$ cat src/rtl/alu_issuer_pkg.sv
// alu_issuer_pkg
// Shared types and constants for the ALU command issuer: the command word
// layout presented to the ALU, the issuer state encoding and a reference
// function of the ALU result used by the optional result checker.
package alu_issuer_pkg;

  localparam int DATA_W = 3;

  // Field order fixes the packed layout: op in the top bits, c in the bottom.
  typedef struct packed {
    logic [DATA_W-1:0] op;
    logic [DATA_W-1:0] a;
    logic [DATA_W-1:0] b;
    logic [DATA_W-1:0] c;
  } alu_cmd_t;

  localparam int CMD_W = $bits(alu_cmd_t);

  typedef enum logic [1:0] {
    ST_IDLE  = 2'd0,
    ST_DRIVE = 2'd1,
    ST_RESP  = 2'd2
  } issuer_state_t;

  // op bit that selects the compare-driven branch of the ALU.
  localparam int OP_CMP_BIT = 2;

  function automatic logic [DATA_W-1:0] alu_ref(input alu_cmd_t cmd);
    if (cmd.op[OP_CMP_BIT]) begin
      if (cmd.a > cmd.b) return cmd.b + cmd.c;  // wraps modulo 2**DATA_W
      return cmd.b | cmd.c;
    end
    return ~cmd.c;
  endfunction

endpackage

$ cat src/rtl/alu_cmd_fifo.sv
// alu_cmd_fifo
// Synchronous FIFO for issuer commands. Data storage is not reset; only the
// pointers and occupancy count are. Pushes while full and pops while empty
// are ignored.
// Ports:
//   clk, rst_n      clock, asynchronous active-low reset
//   push, din       write strobe and data
//   pop, dout       read strobe and head-of-queue data (valid when !empty)
//   full, empty     occupancy flags
//   count           entries held, 0..DEPTH
module alu_cmd_fifo
  import alu_issuer_pkg::*;
#(
  parameter int DEPTH = 4,
  parameter int WIDTH = CMD_W
) (
  input  logic                     clk,
  input  logic                     rst_n,
  input  logic                     push,
  input  logic [WIDTH-1:0]         din,
  input  logic                     pop,
  output logic [WIDTH-1:0]         dout,
  output logic                     full,
  output logic                     empty,
  output logic [$clog2(DEPTH):0]   count
);

  localparam int PTR_W = $clog2(DEPTH);
  localparam logic [PTR_W:0] DEPTH_CNT = (PTR_W+1)'(DEPTH);

  logic [WIDTH-1:0] mem_q [DEPTH];
  logic [PTR_W-1:0] wr_ptr_q;
  logic [PTR_W-1:0] rd_ptr_q;
  logic [PTR_W:0]   count_q;
  logic             wr_en;
  logic             rd_en;

  assign full  = (count_q == DEPTH_CNT);
  assign empty = (count_q == '0);
  assign count = count_q;
  assign dout  = mem_q[rd_ptr_q];
  assign wr_en = push && !full;
  assign rd_en = pop && !empty;

  always_ff @(posedge clk) begin
    if (wr_en) mem_q[wr_ptr_q] <= din;
  end

  // Pointers wrap naturally because DEPTH is a power of two.
  always_ff @(posedge clk or negedge rst_n) begin
    if (!rst_n) begin
      wr_ptr_q <= '0;
      rd_ptr_q <= '0;
      count_q  <= '0;
    end else begin
      if (wr_en) wr_ptr_q <= wr_ptr_q + 1'b1;
      if (rd_en) rd_ptr_q <= rd_ptr_q + 1'b1;
      case ({wr_en, rd_en})
        2'b10:   count_q <= count_q + 1'b1;
        2'b01:   count_q <= count_q - 1'b1;
        default: count_q <= count_q;
      endcase
    end
  end

endmodule

$ cat src/rtl/alu_cmd_issuer.sv
// alu_cmd_issuer
// Buffers {op,a,b,c} commands, presents one at a time on registered alu_*
// outputs, holds them for SETTLE_CYCLES, captures alu_r and returns it on a
// valid/ready response channel. Commands complete strictly in order.
// Optional result checker: define ALU_ISSUER_CHECK_EN to build a reference
// model that raises the sticky mismatch flag when alu_r disagrees with it;
// otherwise mismatch is tied low.
// Ports:
//   clk, rst_n                       clock, asynchronous active-low reset
//   cmd_valid/cmd_ready              command handshake
//   cmd_op, cmd_a, cmd_b, cmd_c      command fields
//   alu_op, alu_a, alu_b, alu_c      registered operands to the ALU
//   alu_r                            ALU result
//   rsp_valid/rsp_ready, rsp_r       response handshake and captured result
//   busy                             work in flight or queued
//   mismatch                         sticky checker flag
module alu_cmd_issuer
  import alu_issuer_pkg::*;
#(
  parameter int FIFO_DEPTH    = 4,
  parameter int SETTLE_CYCLES = 1
) (
  input  logic              clk,
  input  logic              rst_n,
  input  logic              cmd_valid,
  output logic              cmd_ready,
  input  logic [DATA_W-1:0] cmd_op,
  input  logic [DATA_W-1:0] cmd_a,
  input  logic [DATA_W-1:0] cmd_b,
  input  logic [DATA_W-1:0] cmd_c,
  output logic [DATA_W-1:0] alu_op,
  output logic [DATA_W-1:0] alu_a,
  output logic [DATA_W-1:0] alu_b,
  output logic [DATA_W-1:0] alu_c,
  input  logic [DATA_W-1:0] alu_r,
  output logic              rsp_valid,
  input  logic              rsp_ready,
  output logic [DATA_W-1:0] rsp_r,
  output logic              busy,
  output logic              mismatch
);

  localparam int FCNT_W = $clog2(FIFO_DEPTH) + 1;
  localparam int SCNT_W = (SETTLE_CYCLES > 1) ? $clog2(SETTLE_CYCLES) : 1;
  localparam logic [FCNT_W-1:0] DEPTH_CNT   = FCNT_W'(FIFO_DEPTH);
  localparam logic [SCNT_W-1:0] SETTLE_LAST = SCNT_W'(SETTLE_CYCLES - 1);

  issuer_state_t     state_q;
  alu_cmd_t          alu_q;
  logic [SCNT_W-1:0] settle_cnt_q;
  logic              rsp_valid_q;
  logic [DATA_W-1:0] rsp_r_q;

  alu_cmd_t          cmd_in;
  alu_cmd_t          fifo_head;
  logic              fifo_push;
  logic              fifo_pop;
  logic              fifo_full;
  logic              fifo_empty;
  logic [FCNT_W-1:0] fifo_count;
  logic              capture;

  assign cmd_in = '{op: cmd_op, a: cmd_a, b: cmd_b, c: cmd_c};

  // Ready depends only on occupancy, so a pop in a full cycle does not open
  // a slot for a push until the following cycle.
  assign cmd_ready = (fifo_count < DEPTH_CNT);
  assign fifo_push = cmd_valid && !fifo_full;

  // Pop whenever the FSM is about to load a new command: from IDLE, or from
  // RESP on the handshake cycle (back-to-back issue).
  assign fifo_pop = !fifo_empty &&
                    ((state_q == ST_IDLE) || ((state_q == ST_RESP) && rsp_ready));

  assign capture = (state_q == ST_DRIVE) && (settle_cnt_q == SETTLE_LAST);

  alu_cmd_fifo #(
    .DEPTH (FIFO_DEPTH),
    .WIDTH (CMD_W)
  ) u_fifo (
    .clk   (clk),
    .rst_n (rst_n),
    .push  (fifo_push),
    .din   (cmd_in),
    .pop   (fifo_pop),
    .dout  (fifo_head),
    .full  (fifo_full),
    .empty (fifo_empty),
    .count (fifo_count)
  );

  always_ff @(posedge clk or negedge rst_n) begin
    if (!rst_n) begin
      state_q      <= ST_IDLE;
      alu_q        <= '0;
      settle_cnt_q <= '0;
      rsp_valid_q  <= 1'b0;
      rsp_r_q      <= '0;
    end else begin
      case (state_q)
        ST_IDLE: begin
          if (!fifo_empty) begin
            alu_q        <= fifo_head;
            settle_cnt_q <= '0;
            state_q      <= ST_DRIVE;
          end
        end
        ST_DRIVE: begin
          if (capture) begin
            rsp_r_q     <= alu_r;
            rsp_valid_q <= 1'b1;
            state_q     <= ST_RESP;
          end else begin
            settle_cnt_q <= settle_cnt_q + 1'b1;
          end
        end
        ST_RESP: begin
          if (rsp_ready) begin
            rsp_valid_q <= 1'b0;
            if (!fifo_empty) begin
              alu_q        <= fifo_head;
              settle_cnt_q <= '0;
              state_q      <= ST_DRIVE;
            end else begin
              state_q <= ST_IDLE;
            end
          end
        end
        default: state_q <= ST_IDLE;
      endcase
    end
  end

  assign alu_op    = alu_q.op;
  assign alu_a     = alu_q.a;
  assign alu_b     = alu_q.b;
  assign alu_c     = alu_q.c;
  assign rsp_valid = rsp_valid_q;
  assign rsp_r     = rsp_r_q;
  assign busy      = (state_q != ST_IDLE) || !fifo_empty;

`ifdef ALU_ISSUER_CHECK_EN
  logic mismatch_q;

  // Compared on the same cycle alu_r is captured; sticky until reset.
  always_ff @(posedge clk or negedge rst_n) begin
    if (!rst_n) begin
      mismatch_q <= 1'b0;
    end else if (capture && (alu_r != alu_ref(alu_q))) begin
      mismatch_q <= 1'b1;
    end
  end

  assign mismatch = mismatch_q;
`else
  assign mismatch = 1'b0;
`endif

endmodule
$ cat config.mk
export PLATFORM = sky130hd
export DESIGN_NAME = alu_cmd_issuer
export DESIGN_NICKNAME = d
export VERILOG_FILES = /design/src/rtl/alu_issuer_pkg.sv /design/src/rtl/alu_cmd_fifo.sv /design/src/rtl/alu_cmd_issuer.sv
export SDC_FILE = /design/constraint.sdc
export NUM_CORES = 1
export LEC_CHECK = 0
export BUFFER_PORTS_ARGS = -buffer_cell sky130_fd_sc_hd__buf_2
export CELL_PAD_IN_SITES_DETAIL_PLACEMENT = 1
export CELL_PAD_IN_SITES_GLOBAL_PLACEMENT = 1
export CORE_ASPECT_RATIO = 1.5
export CORE_UTILIZATION = 52
export DETAILED_ROUTE_END_ITERATION = 10
export MAX_ROUTING_LAYER = met4
export PLACE_DENSITY_LB_ADDON = 0.1
export SYNTH_ARGS = -nofsm -noshare
export SYNTH_HDL_FRONTEND = slang
export SYNTH_SLANG_ARGS = --single-unit
$ cat constraint.sdc
create_clock -name clk -period 3.95 [get_ports clk]
set_input_delay 0.79 -clock clk [delete_from_list [all_inputs] [get_ports clk]]
set_output_delay 0.79 -clock clk [all_outputs]
set_load 0.01 [all_outputs]
==> results.md <==
* Run status: finished clean
* Vias in the first global route at 1679
* # Post-CTS Setup Buffers at 0
* Worst EP required at 4210 ps
* Root Buffer: clkbuf_8
* DR iter-0 viols at 54
* CTS Buffer Depth at 2
* Final Hold Fails at 0
* Fin cells at 270
* Worst r2r src: state_q[1]
* Crit Path Class: reg -> reg
* Number of setup violations in the final report at 0
* Final min period at 2220 ps
* Layout area overhead at 15.1%
* Dpl cells at 254
* Vias per cell at around 5.4
* Max Transition Viols Final at 0
* Die ar. at between 6000 and 7000 um2
* Yosys warnings at 0
* Synth cell types at 28
* Final WL at 5330 um
* Cell row count at 33
* I/O Buffers at 36
* Post-synth ARST share at about a third
* H-tree depth at 3
* # IOs at 38
* Avg Cell Area, Syn at 19.5 um2
* First-pass GRT wire length at 8670 um
* Total CTS buffers at 9
* Die span in x at 63.6 um
* Peak supply drop at 0.510 mV
* Worst reg-to-reg setup slack at ~1700 ps
* Hold buffers post-CTS at 0
* Leakage power at 1.35 nW
* Sequential element share of the synthesized area at a little over 70%
* Dpl cell area at between 3000 and 4000 um2
* Hold Slack at between 400 and 500 ps
* Via Count at 1459
* Crit start category: register
* Arr. time, crit path at approximately 2500 ps
* Worst reg2reg path endpoint: u_fifo.count[2]
* Worst Max-Slew Pin Slew at 805 ps
* Detailed Routing Iterations Pass 1 at 3
* Leading cell type in the layout, fill and taps excluded: edfxtp_1
* Reg2Reg Depth at 9
* RSZ-0062 raised after global routing: no
* Initial Utilization at 54.0%
* Utilization after layout at 62.1%
* Clk sinks at 74
* Most frequent cells in the layout: 48 x edfxtp_1, 36 x buf_2, 26 x dfrtp_1, 9 x mux2_2, 9 x clkbuf_8
* Overall power at 2.80 mW
* Fin Setup TNS at 0 ps
* EDFF count, synth at 48
* Post-cts resize count at 0
* GRT Total Usage at 21.7%
* Post-route cell area at between 3000 and 4000 um2
* Max-cap violation count at 0
* Yosys reg bits at 74
* Nature of the critical path endpoint: register
* Crit Path Max Fanout at 16
* Final nets at 220
* Worst Hold Class: in -> async
* Post-Syn Nets at 177
* Pre-CTS setup slack at 1370 ps
* DRC at 0
* Largest net degree at the start of global routing at 27
* Antenna Violating Nets Remaining at 0
* Final Wtd Congestion at 0.654
* Core box area at ~5500 um2
* Post-DP HPWL at 3500 um
* Final period util at 56.2%
* TritonCTS clock tree: built
* Ant. Diodes at 0
* Mapped Cells at 152
* GRT overflow at 0
* Wire per inst at 19.7 um
* Achievable Freq at 0.450 GHz
* Initial antenna violation count at 0
* Mapped Area at 2960 um2
* Relative slew slack at 46.3%
* Power Density at roughly 820 nW/um2
* Ratio of cells with drive above 1 in the final layout at between 30% and 40%
* Predominant post-synthesis flop cell: edfxtp_1
* Clock latency at the later pin of the worst-skew pair at 350 ps
* Layout Skew at roughly 8.6 ps
* Die H at 94.5 um
* Clock-pin slew on the worst setup and hold paths at 70 ps
* Final WS setup at 1730 ps
[routing by layer]
metal  wire length, um  up-vias  GRT usage [%]
met5                 0        -              -
met4               132        0           11.2
met3               186       10           5.68
met2              2950       33           37.1
met1              2060      764           22.9
li1                  -      652              -
[how the worst max path moves through the flow]
stage / startpoint / endpoint / slack, ps / cells past startpoint
6_report: state_q[1] / u_fifo.count[2] / 1730 / 9
4_1_cts: state_q[1] / u_fifo.count[2] / 1710 / 9
3_5_place_dp: rsp_ready / u_fifo.count[2] / 1370 / 10
3_3_place_gp: rsp_ready / u_fifo.count[2] / 1500 / 10
5_1_grt: state_q[1] / u_fifo.count[2] / 1610 / 9
2_1_floorplan: rsp_ready / u_fifo.count[2] / 1580 / 9
[cell families (layout without fill, tap and decap cells)]
group	count (synthesis)	in the layout	share of synthesized area, %
xor+xnor	6	6	1.77
fa+ha+maj	6	6	2.79
compound gates	3	3	0.718
mux	30	30	17.4
buf+inv	13	61	2.83
other cells	1	1	0.127
simple gates	19	19	3.72
flops	74	74	70.6
[cell usage after synthesis (all sizes together), types with 2 or more instances]
| cell type | instances | area share [%] |
|---|---|---|
| dfrtp | 26 | 22 |
| mux2 | 17 | 7.5 |
| nand2 | 3 | 0.38 |
| xnor2 | 3 | 0.89 |
| ha | 5 | 2.1 |
| edfxtp | 48 | 49 |
| buf | 5 | 1.8 |
| and2 | 4 | 0.84 |
| inv | 8 | 1.0 |
| nor2 | 7 | 0.89 |
| xor2 | 3 | 0.89 |
| mux4 | 12 | 9.6 |
| nor3 | 2 | 0.89 |
[registers in the layout, summed over array words and instances (netlist names)]
name and cells:
u_fifo.mem_q 48, state_q 2, settle_cnt_q 1, alu_a 3, alu_b 3, u_fifo.rd_ptr_q 2, alu_c 3, rsp_r 3
u_fifo.wr_ptr_q 2, rsp_valid 1, u_fifo.count 3, alu_op 3
[area by class of cell]
type,instances,area (um2)
Sequential cell,74,2090
Clock inverter,3,43.8
Multi-Input combinational cell,65,787
Fill cell,490,2080
Inverter,8,30.0
Tap cell,70,87.6
Clock buffer,13,181
Timing Repair Buffer,37,188
[power by group]
group          internal, mW  switching (mW)  total (mW)  leakage [nW]
combinational         0.494           0.405       0.898         0.492
sequential             1.08           0.184        1.26         0.746
clock                 0.369           0.268       0.638         0.114
total                  1.94           0.857        2.80          1.35
[worst max-delay path, stage by stage, from the launching register on]
cell     delay [ps]
dfrtp_1         420
nor2b_1         200
nor3_4          110
buf_4           300
ha_1            240
inv_1            60
fa_1            370
xor2_1          150
nor2_1          140
xnor2_1         150
Note: power is estimated with default switching activity, not from simulation.
